`config.mk`:
```
export PLATFORM = sky130hd
export DESIGN_NAME = panel_run_ctrl
export DESIGN_NICKNAME = d
export VERILOG_FILES = /design/src/rtl/panel_run_ctrl.sv
export SDC_FILE = /design/constraint.sdc
export NUM_CORES = 1
export LEC_CHECK = 0
export CAP_MARGIN = 20
export CORE_MARGIN = 4
export CORE_UTILIZATION = 45
export CTS_CLUSTER_DIAMETER = 50
export DETAILED_ROUTE_END_ITERATION = 8
export PLACE_DENSITY_LB_ADDON = 0.3
export SLEW_MARGIN = 40
export SYNTH_ARGS = -nofsm -noshare
export SYNTH_HDL_FRONTEND = slang
export SYNTH_SLANG_ARGS = --single-unit
```
`constraint.sdc`:
```
create_clock -name SYSCLK -period 1.85 [get_ports SYSCLK]
set_input_delay 0.37 -clock SYSCLK [delete_from_list [all_inputs] [get_ports SYSCLK]]
set_output_delay 0.37 -clock SYSCLK [all_outputs]
set_load 0.05 [all_outputs]
```
`src/rtl/panel_run_ctrl.sv`:
```
// Front-panel run/halt/step sequencer: debounces the panel switches into
// one-cycle press events and sequences the CPU clock-enable and clear pulse.
module panel_run_ctrl #(
  parameter int DEB_CYCLES = 8
) (
  input  logic SYSCLK,
  input  logic RESET,
  input  logic sw_CLEAR,
  input  logic sw_RUN,
  input  logic sw_HALT,
  input  logic sw_STEPM,
  input  logic sw_STEPI,
  input  logic cycleDone,
  input  logic instDone,
  input  logic cpuHalt,
  output logic cpuRun,
  output logic cpuClear,
  output logic ledRun
);

  // state  | meaning
  // HALTED | CPU stopped, waiting for a panel event
  // CLR    | one-cycle CPU clear pulse
  // RUN    | free running
  // DRAIN  | halt requested, finishing the current instruction
  // STEPM  | executing a single major cycle
  // STEPI  | executing a single instruction
  typedef enum logic [2:0] {HALTED, CLR, RUN, DRAIN, STEPM, STEPI} state_t;

  localparam int SW_CLEAR = 0;
  localparam int SW_HALT  = 1;
  localparam int SW_RUN   = 2;
  localparam int SW_STEPI = 3;
  localparam int SW_STEPM = 4;
  localparam logic [7:0] CNT_LAST = 8'(DEB_CYCLES - 1);

  logic [4:0] raw;
  logic [4:0] meta_q, meta_d;
  logic [4:0] sync_q, sync_d;
  logic [4:0] deb_q, deb_d;
  logic [4:0] deb_dly_q, deb_dly_d;
  logic [7:0] cnt_q [5];
  logic [7:0] cnt_d [5];
  logic [4:0] evt;
  state_t     state_q, state_d;
  logic       run_q, run_d;
  logic       clear_q, clear_d;

  assign raw = {sw_STEPM, sw_STEPI, sw_RUN, sw_HALT, sw_CLEAR};
  assign evt = deb_q & ~deb_dly_q;

  always_comb begin
    meta_d    = raw;
    sync_d    = meta_q;
    deb_dly_d = deb_q;
    deb_d     = deb_q;
    for (int i = 0; i < 5; i++) begin
      cnt_d[i] = 8'd0;
      if (sync_q[i] != deb_q[i]) begin
        if (cnt_q[i] == CNT_LAST) deb_d[i] = sync_q[i];
        else                      cnt_d[i] = cnt_q[i] + 8'd1;
      end
    end
  end

  // Done/halt inputs only matter in states where the CPU clock is enabled.
  always_comb begin
    state_d = state_q;
    unique case (state_q)
      HALTED: begin
        if (evt[SW_CLEAR])      state_d = CLR;
        else if (!evt[SW_HALT]) begin
          if (evt[SW_RUN])        state_d = RUN;
          else if (evt[SW_STEPI]) state_d = STEPI;
          else if (evt[SW_STEPM]) state_d = STEPM;
        end
      end
      CLR: state_d = HALTED;
      RUN: begin
        if (evt[SW_CLEAR])                state_d = CLR;
        else if (evt[SW_HALT] || cpuHalt) state_d = instDone ? HALTED : DRAIN;
      end
      DRAIN: begin
        if (evt[SW_CLEAR]) state_d = CLR;
        else if (instDone) state_d = HALTED;
      end
      STEPM: begin
        if (evt[SW_CLEAR])  state_d = CLR;
        else if (cycleDone) state_d = HALTED;
      end
      STEPI: begin
        if (evt[SW_CLEAR])             state_d = CLR;
        else if (instDone || cpuHalt)  state_d = HALTED;
        else if (evt[SW_HALT])         state_d = DRAIN;
      end
      default: state_d = HALTED;
    endcase
    run_d   = state_d inside {RUN, DRAIN, STEPM, STEPI};
    clear_d = (state_d == CLR);
  end

  always_ff @(posedge SYSCLK) begin
    if (RESET) begin
      meta_q    <= '0;
      sync_q    <= '0;
      deb_q     <= '0;
      deb_dly_q <= '0;
      for (int i = 0; i < 5; i++) cnt_q[i] <= 8'd0;
      state_q   <= HALTED;
      run_q     <= 1'b0;
      clear_q   <= 1'b0;
    end else begin
      meta_q    <= meta_d;
      sync_q    <= sync_d;
      deb_q     <= deb_d;
      deb_dly_q <= deb_dly_d;
      for (int i = 0; i < 5; i++) cnt_q[i] <= cnt_d[i];
      state_q   <= state_d;
      run_q     <= run_d;
      clear_q   <= clear_d;
    end
  end

  assign cpuRun   = run_q;
  assign cpuClear = clear_q;
  assign ledRun   = run_q;

endmodule

```
==> results.txt <==
worst-case clock buffer depth: 2
GP Congestion: 0.802
Rel. slew slack: 0.666
Syn Nets: 288
endpoints failing setup: 0
outcome: completed
Tightest Pin Transition: 0.500 ns
FF+latch area: 1300 µm²
most instantiated cells after synthesis: 65 x dfxtp_1, 51 x nor2_1, 25 x xor2_1
Max VDD drop: 0.759 mV
worst hold path depth: 1
Via density: 4.76
share of the yosys chip area belonging to registers: 0.498
antenna violations before repair: 0
HP Class: register to register
die area: 7090 µm²
flop and latch count out of synthesis: 65
Clock transition at path regs: 0.07 ns
yosys warns: 0
routed vias: 1748
Placed Area: 2810 µm²
worst skew pair latency: 0.33 ns
largest net degree at the start of global routing: 25
worst reg2reg endpoint: cnt_q[0][37]$_SDFF_PP0_
highest-delay cell along the critical path: dlygate4sd2_1
final worst path period need: 1.54 ns
Diodes inserted: 0
CP endpoint kind: primary output
syn avg cell area: 9.57 µm²
mapped cell area: 2610 µm²
IO Port Bufs: 12
PwrDens: 926 nW/µm²
WP data arrival: 1.17 ns
IO Count: 13
Iter 0 DRT Violations: 49
worst-path fanout max: 2
CTS tree: built
post-route setup TNS: 0 ns
post-synthesis async set-or-reset flop share: 0
Pwr Total: 2.81 mW
wire length of the first global-routing pass: 6900 µm
Post-Route WL: 3830 µm
Die W: 84.2 µm
Area contributors post-synth: dfxtp_1 50%, xor2_1 8.4%, nor2_1 7.3%
Buf/Inv on CP: 1
most common flop cell mapped by yosys: dfxtp_1
Post-CTS Setup Bufs: 0
Worst setup SP type: register
Pins Over Slew Limit: 0
leading cell type by number of instances after synthesis: dfxtp_1
WHS Endpoint: sync_q[0]$_SDFF_PP0_
total CTS buffers: 9
max cap viols: 0
DRT antenna net count: 0
crit-path leading delay family: buffers and inverters
layout cell share with drive strength beyond 1: 0.0847
worst reg2reg path startpoint: cnt_q[0][35]$_SDFF_PP0_
DP HPWL: 2620 µm
fmax: 649 MHz
Synth cell types: 36
area delta synth->final: 16.1%
unrepaired setup endpoints after global routing: no
Synth top area share: 0.498
Worst Skew: 0.00606 ns
CTS Root Cell: clkbuf_8
DRC: 0
Synth Instances: 273
CTS H-tree lvls: 3
Critical Path RT: 1.48 ns
DRT Pass-1 Iters: 4
flop-to-flop setup slack: 0.32 ns
Fin. Hold Viols: 0
Hold Buf Count CTS: 0
die height: 84.2 µm
CP Cell Sequence: dlygate4sd2_1
worst hold path startpoint: meta_q[0]$_SDFF_PP0_
multi-input logic area: 1250 µm²
wire length per cell: 10.4 µm
CORE AREA: 5570 µm²
fillers: 506
CP Class: register to primary output
Initial Util: 0.469
clk sinks: 65
Site Rows: 27
Leak: 1.20 nW
reg2reg path depth: 4
fin crit share: 0.833
gr ovfl total: 0
Yosys top cell by area: dfxtp_1
vias in the first global route: 1639
gr usage total: 0.123
Final #Nets: 305
number of enable flip-flop cells after synthesis: 0
Layout Cell Area excl Fill: 3030 µm²
Largest stage delay, worst path: 0.52 ns
-- kinds of logic (layout without fill, tap and decap cells) --
kind of cell,Yosys count,after routing,share of synthesized area
xor gates and xnor gates,35,35,0.117
adders and majority gates,5,5,0.0239
AOI/OAI and AO/OA,12,12,0.0378
DFF,65,65,0.498
buffers and inverters,14,36,0.0254
and+or+nand+nor,137,137,0.279
muxes,5,5,0.0191
-- worst max-delay path by stage --
stage                                          to  depth (start not counted)                      start
after floorplan           cnt_q[0][35]$_SDFF_PP0_                          5    cnt_q[0][35]$_SDFF_PP0_
after global placement        cpuClear$_SDFF_PP0_                          6                   instDone
after detailed placement      cpuClear$_SDFF_PP0_                          6                   instDone
after CTS                                  cpuRun                          1          cpuRun$_SDFF_PP0_
after global routing          cpuClear$_SDFF_PP0_                          5  deb_dly_d[1]$_SDFFE_PP0P_
final                                      ledRun                          1          cpuRun$_SDFF_PP0_
-- power breakdown --
| group | leakage [nW] | internal, mW | switching (mW) |
|---|---|---|---|
| Clock | 0.111 | 0.835 | 0.488 |
| Sequential | 0.526 | 1.41 | 0.00589 |
| Combinational | 0.567 | 0.0382 | 0.0283 |
-- cells in the final DEF (no fill, tap or decap), types with 3 or more instances in the layout --
cell	instances
a21oi_1	4
and3_1	11
clkbuf_1	3
clkbuf_8	11
clkdlybuf4s50_1	9
dfxtp_1	65
ha_1	5
inv_1	6
mux2i_1	5
nand2_1	6
nand2b_1	7
nand3_1	21
nor2_1	51
nor2b_1	17
nor3_2	4
nor4_1	3
or2_1	3
or4_1	4
xnor2_1	10
xor2_1	25
-- state kept, by name (all words and copies together), names as in the netlist --
name and flops:
deb_dly_q 5, cpuRun 1, sync_q 5, meta_q 5, cnt_q 40, state_q 3, deb_dly_d 5, cpuClear 1
-- layer usage --
metal	wire, µm	share of wire	vias up	track usage
met3	201	0.052	5	0.0667
li1	-	-	936	-
met5	0	0	-	0
met4	56	0.015	0	0.0570
met1	1850	0.48	774	0.144
met2	1730	0.45	33	0.182
-- metrics by stage --
| stage | worst slack (ns) | instances | util | hold WS [ns] |
|---|---|---|---|---|
| final | 0.310 | 367 | 0.544 | 0.432 |
| after global routing | 0.164 | 367 | 0.544 | 0.454 |
| after CTS | 0.00366 | 367 | 0.543 | 0.434 |
| after detailed placement | 0.0155 | 351 | 0.504 | 0.422 |
| after global placement | 0.0436 | 351 | 0.504 | 0.416 |
| after floorplan | 0.458 | 273 | - | 0.411 |
-- cell type report --
| cell class | instances | share of cell area |
|---|---|---|
| clock buffers | 14 | 0.0536 |
| clock inverters | 2 | 0.0198 |
| inverters | 6 | 0.00742 |
| multi-input cells | 194 | 0.411 |
| flip-flops and latches | 65 | 0.429 |
| well taps | 72 | 0.0297 |
| repair buffers | 14 | 0.0499 |
-- repair_timing --
item,CTS,global route
hold endpoints to repair,0,0
resized for setup,1,2
setup endpoints to repair,2,2
No activity file was read; power rests on OpenSTA's default activity.
